<file path="src/rtl/alarma_ctrl.sv">
// alarma_ctrl: three-sensor alarm sequencer.
//   Synchronises {a,b,c}, evaluates the trigger from a truth-table mask,
//   debounces it and runs IDLE -> EXIT -> ARMED -> ENTRY -> ALARM.
// Ports:
//   clk, reset        rising-edge clock, synchronous active-high reset
//   a, b, c           raw sensor inputs
//   arm, disarm       keypad level requests, sampled every edge
//   state[2:0]        0 IDLE, 1 EXIT, 2 ARMED, 3 ENTRY, 4 ALARM
//   armed             1 in ARMED, ENTRY or ALARM
//   siren             1 only in ALARM
//   alarm_cnt[3:0]    alarms since reset, saturating at 15
module alarma_ctrl #(
  parameter logic [7:0]  TRIG_MASK = 8'b1110_1000,
  parameter int unsigned EXIT_CYC  = 16,
  parameter int unsigned ENTRY_CYC = 8,
  parameter int unsigned ALARM_CYC = 32,
  parameter int unsigned DEB_CYC   = 2,
  parameter int unsigned TW        = 8
) (
  input  logic       clk,
  input  logic       reset,
  input  logic       a,
  input  logic       b,
  input  logic       c,
  input  logic       arm,
  input  logic       disarm,
  output logic [2:0] state,
  output logic       armed,
  output logic       siren,
  output logic [3:0] alarm_cnt
);

  localparam int unsigned DW = (DEB_CYC < 1) ? 1 : $clog2(DEB_CYC + 1);

  typedef enum logic [2:0] {
    S_IDLE  = 3'd0,
    S_EXIT  = 3'd1,
    S_ARMED = 3'd2,
    S_ENTRY = 3'd3,
    S_ALARM = 3'd4
  } state_t;

  state_t        state_q, state_d;
  logic [TW-1:0] timer_q, timer_d;
  logic [DW-1:0] deb_cnt_q, deb_cnt_d;
  logic [2:0]    s_reg_q, s_reg_d;
  logic [3:0]    alarm_cnt_q, alarm_cnt_d;
  logic          armed_q, armed_d;
  logic          siren_q, siren_d;
  logic          trig;
  logic          trig_ok;

  // Sensor sampling and debounce.
  always_comb begin
    s_reg_d = {a, b, c};
    trig    = TRIG_MASK[s_reg_q];
    trig_ok = (deb_cnt_q == DW'(DEB_CYC));
    if (!trig) begin
      deb_cnt_d = '0;
    end else if (trig_ok) begin
      deb_cnt_d = deb_cnt_q;
    end else begin
      deb_cnt_d = deb_cnt_q + DW'(1);
    end
  end

  // Next state, timer and output decode.
  always_comb begin
    state_d     = state_q;
    timer_d     = (timer_q != '0) ? timer_q - TW'(1) : timer_q;
    alarm_cnt_d = alarm_cnt_q;

    case (state_q)
      S_IDLE: begin
        // disarm wins over arm, which here means staying idle
        if (arm && !disarm) begin
          state_d = S_EXIT;
          timer_d = TW'(EXIT_CYC - 1);
        end
      end
      S_EXIT: begin
        if (disarm) begin
          state_d = S_IDLE;
        end else if (timer_q == '0) begin
          state_d = S_ARMED;
        end
      end
      S_ARMED: begin
        if (disarm) begin
          state_d = S_IDLE;
        end else if (trig_ok) begin
          state_d = S_ENTRY;
          timer_d = TW'(ENTRY_CYC - 1);
        end
      end
      S_ENTRY: begin
        if (disarm) begin
          state_d = S_IDLE;
        end else if (timer_q == '0) begin
          state_d = S_ALARM;
          timer_d = TW'(ALARM_CYC - 1);
          if (alarm_cnt_q != 4'hF) begin
            alarm_cnt_d = alarm_cnt_q + 4'd1;
          end
        end
      end
      S_ALARM: begin
        if (disarm) begin
          state_d = S_IDLE;
        end else if (timer_q == '0) begin
          state_d = S_ARMED;
        end
      end
      default: begin
        state_d = S_IDLE;
      end
    endcase

    // Decoded from the next state so they move on the same edge as state.
    armed_d = (state_d == S_ARMED) || (state_d == S_ENTRY) || (state_d == S_ALARM);
    siren_d = (state_d == S_ALARM);
  end

  // State registers.
  always_ff @(posedge clk) begin
    if (reset) begin
      state_q     <= S_IDLE;
      timer_q     <= '0;
      deb_cnt_q   <= '0;
      s_reg_q     <= '0;
      alarm_cnt_q <= '0;
      armed_q     <= 1'b0;
      siren_q     <= 1'b0;
    end else begin
      state_q     <= state_d;
      timer_q     <= timer_d;
      deb_cnt_q   <= deb_cnt_d;
      s_reg_q     <= s_reg_d;
      alarm_cnt_q <= alarm_cnt_d;
      armed_q     <= armed_d;
      siren_q     <= siren_d;
    end
  end

  assign state     = state_q;
  assign armed     = armed_q;
  assign siren     = siren_q;
  assign alarm_cnt = alarm_cnt_q;

endmodule
</file>
<file path="config.mk">
export PLATFORM = sky130hd
export DESIGN_NAME = alarma_ctrl
export DESIGN_NICKNAME = d
export VERILOG_FILES = /design/src/rtl/alarma_ctrl.sv
export SDC_FILE = /design/constraint.sdc
export NUM_CORES = 1
export LEC_CHECK = 0
export CAP_MARGIN = 15
export CORE_ASPECT_RATIO = 1.75
export CORE_MARGIN = 3
export CORE_UTILIZATION = 35
export CTS_BUF_LIST = sky130_fd_sc_hd__clkbuf_8
export DETAILED_ROUTE_END_ITERATION = 12
export PLACE_DENSITY_LB_ADDON = 0.08
export SKIP_CTS_REPAIR_TIMING = 1
export SLEW_MARGIN = 10
export SYNTH_ARGS = -nofsm -noshare
export SYNTH_HDL_FRONTEND = slang
export SYNTH_SLANG_ARGS = --single-unit
export TNS_END_PERCENT = 20
</file>
<file path="constraint.sdc">
create_clock -name clk -period 2.45 [get_ports clk]
set_input_delay 0.49 -clock clk [delete_from_list [all_inputs] [get_ports clk]]
set_output_delay 0.49 -clock clk [all_outputs]
set_load 0.02 [all_outputs]
</file>
==> results of run 1 <==
==> stage by stage <==
stage | total power, mW | utilization [%] | hold WS [ps]
floorplan | 0.910 | - | 441
global placement | 1.01 | 43.8 | 452
detailed placement | 1.00 | 43.8 | 459
CTS | 1.27 | 45.8 | 472
global route | 1.35 | 45.8 | 498
finish | 1.25 | 45.8 | 467
==> flip-flops by register name (all words and copies together), names as in the netlist <==
signal / count
alarm_cnt: 4
deb_cnt_q: 2
siren: 1
armed: 1
state: 3
trig: 1
timer_q: 8
==> layout make-up <==
class	count	area, um2	area share [%]
multi-input cells	87	579	45.9
inverters	6	27.5	2.18
well taps	27	33.8	2.68
clock buffers	4	55.1	4.37
repair buffers	17	165	13.1
flip-flops and latches	20	400	31.7
==> layer usage <==
layer	wire length, um	vias up
met5	0	-
met4	17	0
met3	76	2
met2	1260	12
met1	937	429
li1	-	448
==> critical path, cell delays in order, from the launching register on <==
cell	delay, ps
sky130_fd_sc_hd__dfxtp_1	330
sky130_fd_sc_hd__inv_1	80
sky130_fd_sc_hd__ha_1	240
sky130_fd_sc_hd__nor3b_1	330
sky130_fd_sc_hd__and2_1	350
sky130_fd_sc_hd__inv_6	70
sky130_fd_sc_hd__ha_1	270
sky130_fd_sc_hd__o21ai_0	160
sky130_fd_sc_hd__a21oi_1	80
==> synthesized netlist by cell type (2+ instances only) <==
master,count
sky130_fd_sc_hd__a21boi_0,2
sky130_fd_sc_hd__a21oi_1,10
sky130_fd_sc_hd__a31oi_1,2
sky130_fd_sc_hd__clkbuf_1,2
sky130_fd_sc_hd__dfxtp_1,20
sky130_fd_sc_hd__ha_1,4
sky130_fd_sc_hd__inv_1,5
sky130_fd_sc_hd__nand2_1,10
sky130_fd_sc_hd__nand3_1,7
sky130_fd_sc_hd__nand4_1,3
sky130_fd_sc_hd__nor2_1,11
sky130_fd_sc_hd__nor2b_1,3
sky130_fd_sc_hd__nor3_1,5
sky130_fd_sc_hd__nor3b_1,3
sky130_fd_sc_hd__nor4_2,2
sky130_fd_sc_hd__o21ai_0,2
sky130_fd_sc_hd__xnor2_1,3
sky130_fd_sc_hd__xor2_1,4
==> cell families (layout without fill, tap and decap cells) <==
group,after synthesis,after routing,share of synthesized area [%]
flip-flops,20,20,38.6
XOR/XNOR,7,7,5.92
buffers and inverters,11,27,5.43
adder cells (fa/ha/maj),4,4,4.83
AND/OR/NAND/NOR,53,53,29.5
multiplexers,2,2,2.42
AO/OA/AOI/OAI,21,21,13.3
==> power by group <==
part / internal (mW) / switching [mW] / leakage, nW
logic: 0.263 / 0.266 / 0.284
clock network: 0.143 / 0.108 / 0.0288
registers: 0.386 / 0.0844 / 0.163
==> path summary, 6_finish.rpt <==
| path | start | end | slack [ps] | cells past startpoint |
|---|---|---|---|---|
| max | timer_q[1] | timer_q[0] | 430 | 8 |
| min reg2reg | trig | deb_cnt_q[1] | 470 | 2 |
| min | trig | deb_cnt_q[1] | 470 | 2 |
| max reg2reg | timer_q[1] | timer_q[0] | 430 | 8 |
==> reports/results.tsv, run 1 <==
stage	metric	value	unit
cts	Clock Root Buffer	sky130_fd_sc_hd__clkbuf_8	
global_routing	met3 usage	2.09	%
drt	drt initial violations	24	
job	max-cap violation count	0	
global_routing	global-route usage over all layers	14.1	%
logic_synthesis	top cell type by total area after synthesis	sky130_fd_sc_hd__dfxtp_1	
power	maximum ir drop on the vdd rail	0.541	mV
cts	CTS tree	yes	
placed_design	Final HPWL DP	1710	um
final_layout	most common library cell in the layout ignoring fill and taps	sky130_fd_sc_hd__dfxtp_1	
global_routing	leftover overflow at the end of global routing	0	
placed_design	Post-Place Cells	157	
worst_setup_path	kind of launch point of the worst setup path	flip-flop	
logic_synthesis	number of synthesized register bits	20	
global_routing	met1 global-route usage	16.1	%
sta	number of pins with negative max-slew slack in the final report	0	
final_layout	Ant. Diodes	0	
die	die area	3670	um2
drt	Final Routed Wirelength	2290	um
global_routing	number of global-route vias before repair	894	
cts	Worst-path clk slew	80	ps
drt	routed length per instance	14.2	um
die	number of I/O pins	16	
final_layout	final standard cell area without fillers	1260	um2
final_layout	area added between synthesis and finish	21.7	%
hold_path	hold crit path type	flip-flop to flip-flop	
global_routing	Most Crowded Layer GR	met2	
sta	ratio of final minimum period to clock period	82.3	%
drt	Vias	891	
drt	1st-pass router iterations	3	
worst_setup_path	critical path start-end classification	flip-flop to flip-flop	
logic_synthesis	top-area cell type share of the netlist area	38.6	%
logic_synthesis	Top FF cell, synth	sky130_fd_sc_hd__dfxtp_1	
sta	total of endpoints with negative setup slack in the final report	0	
die	starting utilization of the core area	37.6	%
logic_synthesis	sequential element share of the synthesized area	38.6	%
final_layout	most frequent cells in the layout	sky130_fd_sc_hd__dfxtp_1 (20), sky130_fd_sc_hd__clkdlybuf4s50_1 (15), sky130_fd_sc_hd__nor2_1 (11), sky130_fd_sc_hd__nand2_1 (10), sky130_fd_sc_hd__a21oi_1 (10)	
final_layout	ratio of cells with drive above 1 in the final layout	12.7	%
logic_synthesis	Avg Synthesized Cell Area	8.78	um2
cts	TritonCTS sink count	20	
sta	Slew @ Worst Pin	627	ps
logic_synthesis	FFs w/ async S/R, synth	0	%
final_layout	filler-free cell count of the finished design	161	
cts	Clock Path Buffers	2	
power	Power Dens Cells	992	nW/um2
worst_setup_path	highest fanout seen on the critical path	6	
logic_synthesis	Cell Area, Synth	1040	um2
placed_design	routability congestion estimate	0.840	
die	Site Rows	25	
die	placeable core region	2750	um2
worst_setup_path	critical path data arrival time	2160	ps
sta	Max transition margin	58.1	%
final_layout	total number of nets in the final design	146	
global_routing	antenna violations before repair	0	
global_routing	pin count of the biggest net entering global routing	17	
sta	Period minus WS final	2020	ps
cts	number of H-tree branching levels	1	
run_status	status	complete, no violations	
logic_synthesis	top cells by area, synth	sky130_fd_sc_hd__dfxtp_1 (39%), sky130_fd_sc_hd__a21oi_1 (4.8%), sky130_fd_sc_hd__ha_1 (4.8%)	
drt	final routed DRC violation total	0	
logic_synthesis	total nets after synthesis	129	
global_routing	global-route wire length before repair	3880	um
placed_design	pre-CTS setup slack	332	ps
final_layout	filler cell count	286	
die	die height	78.0	um
sta	Setup Skew	2.06	ps
cts	TritonCTS buffer count	3	
sta	setup TNS after final layout	0	ps
logic_synthesis	Synth Instances	118	
cts	Clk Latency, worst-skew pair	250	ps
logic_synthesis	count of flip-flops with a built-in enable after synthesis	0	
worst_setup_path	WP data required	2600	ps
sta	maximum frequency from static timing analysis	496	MHz
placed_design	dpl cell area	1210	um2
drt	Vias per Instance	5.53	
placed_design	quantity of I/O buffers inserted on ports	15	
drt	DRT antenna net count	0	
global_routing	met2 GRT Util	24.3	%
sta	unrepaired setup endpoints after global routing	no	
worst_setup_path	type of destination of the critical path	flip-flop	
power	Static Leak	0.476	nW
logic_synthesis	Distinct cells, synth	38	
sta	PnR worst setup slack	434	ps
logic_synthesis	Synth warnings	0	
sta	hold violation count in the final report	0	
die	chip width	47.1	um
Note: power is estimated with default switching activity, not from simulation.
==> run 2: changes to the inputs <==
==> constraint.sdc (replaced) <==
create_clock -name clk -period 1.8 [get_ports clk]
set_input_delay 0.36 -clock clk [delete_from_list [all_inputs] [get_ports clk]]
set_output_delay 0.36 -clock clk [all_outputs]
set_load 0.02 [all_outputs]
==> run 2 against run 1 <==
- die area is the same
- critical path depth shrank 7
- power grew 64%
- register-to-register slack lost 270 ps
- clock-buffer cell count shrank 1
- core utilization grew 4.8 points
- worst setup slack lost 360 ps
- flip-flop and latch count is the same
- clock skew is essentially flat
- critical path type is now flip-flop to output port
- largest power group unchanged
- highest routed layer unchanged
==> reports/results.tsv, run 2 (synthesis gave the netlist of run 1 again) <==
stage	metric	value	unit
run_status	status	complete, no violations	
power	maximum ir drop on the vdd rail	0.904	mV
global_routing	pin count of the biggest net entering global routing	17	
worst_setup_path	buffer and inverter count on the worst path	1	
worst_setup_path	Max stage delay cell, worst path	sky130_fd_sc_hd__clkdlybuf4s50_1	
die	starting utilization of the core area	37.6	%
worst_setup_path	kind of launch point of the worst setup path	flip-flop	
cts	Clock Path Buffers	2	
placed_design	routability congestion estimate	0.830	
hold_path	worst hold path endpoint	deb_cnt_q[1]	
final_layout	most common library cell in the layout ignoring fill and taps	sky130_fd_sc_hd__dfxtp_1	
sta	Setup Skew	1.76	ps
worst_setup_path	number of cells on the worst reg-to-reg path	8	
global_routing	leftover overflow at the end of global routing	0	
worst_setup_path	crit-path max cell delay	650	ps
placed_design	quantity of I/O buffers inserted on ports	15	
job	max-cap violation count	0	
sta	maximum frequency from static timing analysis	578	MHz
global_routing	number of global-route vias before repair	906	
sta	Period minus WS final	1730	ps
drt	Vias	928	
placed_design	Final HPWL DP	1850	um
global_routing	global-route usage over all layers	14.4	%
worst_setup_path	capture instance of the worst register-to-register path	timer_q[0]	
cts	number of H-tree branching levels	1	
drt	1st-pass router iterations	4	
power	Power Dens Cells	1480	nW/um2
worst_setup_path	CP top delay family	buffers and inverters	
global_routing	global-route wire length before repair	3920	um
worst_setup_path	worst setup path startpoint	state[1]	
worst_setup_path	internal reg-to-reg setup slack	160	ps
worst_setup_path	critical path start-end classification	flip-flop to output port	
cts	Worst-path clk slew	70	ps
drt	drt initial violations	9	
placed_design	dpl cell area	1310	um2
cts	TritonCTS buffer count	3	
worst_setup_path	cell breakdown of the critical path	clkdlybuf4s50_1	
worst_setup_path	WP data required	1440	ps
die	die area	3670	um2
worst_setup_path	r2r startpoint	timer_q[1]	
worst_setup_path	highest fanout seen on the critical path	7	
drt	Final Routed Wirelength	2350	um
worst_setup_path	type of destination of the critical path	output port	
die	number of I/O pins	16	
sta	total of endpoints with negative setup slack in the final report	0	
cts	Clk Latency, worst-skew pair	250	ps
final_layout	Ant. Diodes	0	
final_layout	total number of nets in the final design	160	
drt	Vias per Instance	5.30	
final_layout	FF/Latch Area	402	um2
final_layout	filler cell count	269	
sta	Max transition margin	77.3	%
die	chip width	47.1	um
drt	DRT antenna net count	0	
drt	final routed DRC violation total	0	
hold_path	hold_sp	trig	
die	die height	78.0	um
sta	Slew @ Worst Pin	339	ps
final_layout	most frequent cells in the layout	sky130_fd_sc_hd__dfxtp_1 (19), sky130_fd_sc_hd__buf_4 (16), sky130_fd_sc_hd__clkdlybuf4s50_1 (14), sky130_fd_sc_hd__nor2_1 (11)	
hold_path	hold crit path type	flip-flop to flip-flop	
power	Static Leak	0.575	nW
cts	Clock Root Buffer	sky130_fd_sc_hd__clkbuf_8	
final_layout	final standard cell area without fillers	1390	um2
final_layout	area of the multi-input gates	587	um2
sta	hold violation count in the final report	0	
worst_setup_path	critical path data arrival time	1370	ps
power	post-route total power	2.06	mW
sta	number of pins with negative max-slew slack in the final report	0	
final_layout	largest reg by FF count	timer_q	
final_layout	area added between synthesis and finish	34.5	%
sta	ratio of final minimum period to clock period	96.0	%
cts	CTS tree	yes	
drt	routed length per instance	13.4	um
cts	TritonCTS sink count	20	
final_layout	ratio of cells with drive above 1 in the final layout	23.0	%
final_layout	number of flip-flops in the largest register	8	
hold_path	worst hold path depth	2	
sta	unrepaired setup endpoints after global routing	no	
die	Site Rows	25	
die	placeable core region	2750	um2
global_routing	antenna violations before repair	0	
final_layout	final core area utilization	50.6	%
==> run 2: cell types whose count changed in the layout (fill, tap and decap cells not counted) <==
cell / previous run / this run
sky130_fd_sc_hd__buf_4: 2 / 16
sky130_fd_sc_hd__and2_1: 1 / 0
sky130_fd_sc_hd__nor3b_1: 3 / 2
sky130_fd_sc_hd__clkdlybuf4s50_1: 15 / 14
sky130_fd_sc_hd__dlymetal6s2s_1: 0 / 1
sky130_fd_sc_hd__dfxtp_1: 20 / 19
sky130_fd_sc_hd__nor3b_2: 0 / 1
sky130_fd_sc_hd__clkbuf_8: 4 / 3
sky130_fd_sc_hd__dfxtp_2: 0 / 1
sky130_fd_sc_hd__and2_4: 0 / 1
sky130_fd_sc_hd__bufinv_16: 0 / 1
==> run 2: worst max path at each step <==
stage                       endpoint  slack [ps]  cells after the start
after detailed placement  timer_q[0]          -8                      8
final                       state[1]          70                      1
after global routing        state[1]          10                      1
after floorplan           timer_q[0]          20                      9
after global placement    timer_q[0]          -6                      8
after CTS                 timer_q[0]         -30                      8
==> run 2: worst min-delay path: stages (launching register included) <==
cell                       delay, ps
sky130_fd_sc_hd__dfxtp_1         310
sky130_fd_sc_hd__nand2b_1         80
sky130_fd_sc_hd__nor2_1           50
==> run 2: per-layer routing <==
layer	up-vias	global-route usage, %	part of all wire [%]
met1	432	16.6	41
met4	0	5.82	1.4
met2	12	24.8	55
met5	-	0	0
li1	480	-	-
met3	4	2.09	2.1
==> run 2: cell type report <==
class	count	share of cell area, %
Clock inverter	1	2.15
Clock buffer	3	2.96
Timing Repair Buffer	31	19.6
Multi-Input combinational cell	87	42.1
Sequential cell	20	28.8
Tap cell	27	2.42
Inverter	6	1.97
==> run 2: where the power goes <==
part	internal [mW]	total [mW]	switching [mW]	leakage (nW)
registers	0.526	0.631	0.105	0.164
clock network	0.297	0.442	0.146	0.0357
logic	0.559	0.985	0.426	0.375
total	1.38	2.06	0.677	0.575
==> run 2: metrics by stage <==
stage	setup slack, ps	TNS, ps	instances	hold WS [ps]
CTS	-28.2	-37.5	175	474
global route	13.0	0	175	513
floorplan	22.1	0	118	429
global placement	-6.10	-6.10	171	448
detailed placement	-8.09	-8.09	171	462
finish	71.4	0	175	468
==> run 3: changes to the inputs <==
--- a/config.mk
+++ b/config.mk
@@ -7,7 +7,6 @@
 export LEC_CHECK = 0
 export CAP_MARGIN = 15
 export CORE_ASPECT_RATIO = 1.75
-export CORE_MARGIN = 3
 export CORE_UTILIZATION = 35
 export CTS_BUF_LIST = sky130_fd_sc_hd__clkbuf_8
 export DETAILED_ROUTE_END_ITERATION = 12
==> run 3 against run 2 <==
- combinational power is 0.7% higher
- register-to-register slack hardly changed
- critical path depth stayed put
- hold slack worse by 8.5 ps
- design area is 0.45% higher
- routed wire length is 0.98% higher
- fmax hardly changed
- first-iteration DRC count is 67% higher
- via count is 0.65% higher
- flip-flop and latch count stayed put
- final cell count is 0.57% higher
- die area is 13% lower
- largest power group unchanged
==> reports/results.tsv, run 3 (synthesis gave the netlist of run 1 again) <==
stage	metric	value	unit
drt	drt initial violations	15	
power	Static Leak	0.564	nW
worst_setup_path	CP top delay family	buffers and inverters	
sta	number of pins with negative max-slew slack in the final report	0	
worst_setup_path	critical path start-end classification	flip-flop to output port	
placed_design	routability congestion estimate	0.812	
drt	DRT antenna net count	0	
cts	Clock Path Buffers	2	
cts	Clock Root Buffer	sky130_fd_sc_hd__clkbuf_8	
drt	Max Used Layer	met4	
cts	CTS tree	yes	
sta	ratio of final minimum period to clock period	96.1	%
final_layout	Ant. Diodes	0	
final_layout	most frequent cells in the layout	sky130_fd_sc_hd__dfxtp_1 (18), sky130_fd_sc_hd__buf_4 (17), sky130_fd_sc_hd__clkdlybuf4s50_1 (15), sky130_fd_sc_hd__nor2_1 (11)	
drt	sum of routed wire segments on met1	1010	um
drt	routed length per instance	13.5	um
worst_setup_path	highest fanout seen on the critical path	7	
die	Site Rows	25	
cts	number of H-tree branching levels	1	
cts	Worst-path clk slew	80	ps
sta	Max transition margin	79.6	%
sta	Period minus WS final	1730	ps
worst_setup_path	cell breakdown of the critical path	clkdlybuf4s50_1	
worst_setup_path	crit-path max cell delay	650	ps
die	die height	74.0	um
cts	Clk Latency, worst-skew pair	260	ps
final_layout	largest reg by FF count	timer_q	
global_routing	pin count of the biggest net entering global routing	17	
final_layout	total number of nets in the final design	161	
job	max-cap violation count	0	
hold_path	hold crit path type	flip-flop to flip-flop	
die	starting utilization of the core area	37.6	%
worst_setup_path	buffer and inverter count on the worst path	1	
sta	hold violation count in the final report	0	
drt	Final Routed Wirelength	2370	um
final_layout	area added between synthesis and finish	35.1	%
cts	TritonCTS buffer count	3	
die	die area	3190	um2
sta	Slew @ Worst Pin	305	ps
run_status	status	complete, no violations	
drt	1st-pass router iterations	4	
final_layout	number of flip-flops in the largest register	8	
final_layout	most common library cell in the layout ignoring fill and taps	sky130_fd_sc_hd__dfxtp_1	
global_routing	global-route usage over all layers	16.4	%
power	maximum ir drop on the vdd rail	0.908	mV
power	Power Dens Cells	1490	nW/um2
global_routing	antenna violations before repair	0	
die	placeable core region	2750	um2
cts	TritonCTS sink count	20	
drt	Vias per Instance	5.31	
die	chip width	43.1	um
worst_setup_path	Max stage delay cell, worst path	sky130_fd_sc_hd__clkdlybuf4s50_1	
placed_design	Final HPWL DP	1830	um
worst_setup_path	kind of launch point of the worst setup path	flip-flop	
worst_setup_path	type of destination of the critical path	output port	
sta	maximum frequency from static timing analysis	578	MHz
drt	Detail Route met2 WL	1240	um
placed_design	quantity of I/O buffers inserted on ports	15	
sta	post-route worst hold slack	460	ps
sta	unrepaired setup endpoints after global routing	no	
global_routing	leftover overflow at the end of global routing	0	
global_routing	global-route wire length before repair	3980	um
sta	Setup Skew	3.12	ps
drt	Vias	934	
global_routing	number of global-route vias before repair	907	
die	number of I/O pins	16	
drt	final routed DRC violation total	0	
sta	total of endpoints with negative setup slack in the final report	0	
sta	setup TNS after final layout	0	ps
drt	met3 wire length	56	um
worst_setup_path	critical path data arrival time	1370	ps
final_layout	ratio of cells with drive above 1 in the final layout	24.2	%
worst_setup_path	WP data required	1440	ps
-- run 3: cell count changes in the layout (fill, tap and decap cells not counted), sizes merged --
cell           delta
buf               +1
dlymetal6s2s      -1
clkdlybuf4s50     +1
-- run 3: final timing paths --
kind                   start      endpoint  slack [ps]  cells after the start
setup / recovery    state[1]      state[1]          70                      1
hold / removal          trig  deb_cnt_q[0]         460                      2
setup reg to reg  timer_q[0]    timer_q[4]         160                      7
hold reg to reg         trig  deb_cnt_q[0]         460                      2
-- run 3: tightest hold or removal path, stage by stage (launching register included) --
cell and delay, ps:
sky130_fd_sc_hd__dfxtp_1 300, sky130_fd_sc_hd__nand2b_1 70, sky130_fd_sc_hd__nor2_1 40
-- run 3: final cells by class --
| type | instances | area [um2] |
|---|---|---|
| Clock buffer | 3 | 41.3 |
| Clock inverter | 1 | 30.0 |
| Fill cell | 276 | 1350 |
| Inverter | 6 | 27.5 |
| Multi-Input combinational cell | 87 | 587 |
| Sequential cell | 20 | 403 |
| Tap cell | 27 | 33.8 |
| Timing Repair Buffer | 32 | 278 |
-- run 3: where the power goes --
group          total (mW)  internal [mW]  switching, mW  leakage, nW
combinational       0.992          0.560          0.432        0.364
clock               0.458          0.297          0.161       0.0357
sequential          0.630          0.526          0.104        0.164
total                2.08           1.38          0.697        0.564
-- run 3: routing by layer --
| layer | global-route usage (%) | up-vias |
|---|---|---|
| li1 | - | 478 |
| met1 | 18.1 | 432 |
| met2 | 29.9 | 16 |
| met3 | 2.43 | 8 |
| met4 | 8.08 | 0 |
| met5 | 0 | - |
-- run 3: through the flow --
| stage | power [mW] | cell area, um2 | setup slack [ps] | instances | util (%) |
|---|---|---|---|---|---|
| finish | 2.08 | 1400 | 70.7 | 176 | 50.9 |
| global placement | 1.60 | 1320 | 17.2 | 172 | 47.9 |
| CTS | 2.07 | 1390 | -18.2 | 176 | 50.5 |
| detailed placement | 1.61 | 1320 | -4.97 | 172 | 47.9 |
| floorplan | 1.24 | 1040 | 22.1 | 118 | - |
| global route | 2.22 | 1400 | 22.4 | 176 | 50.9 |
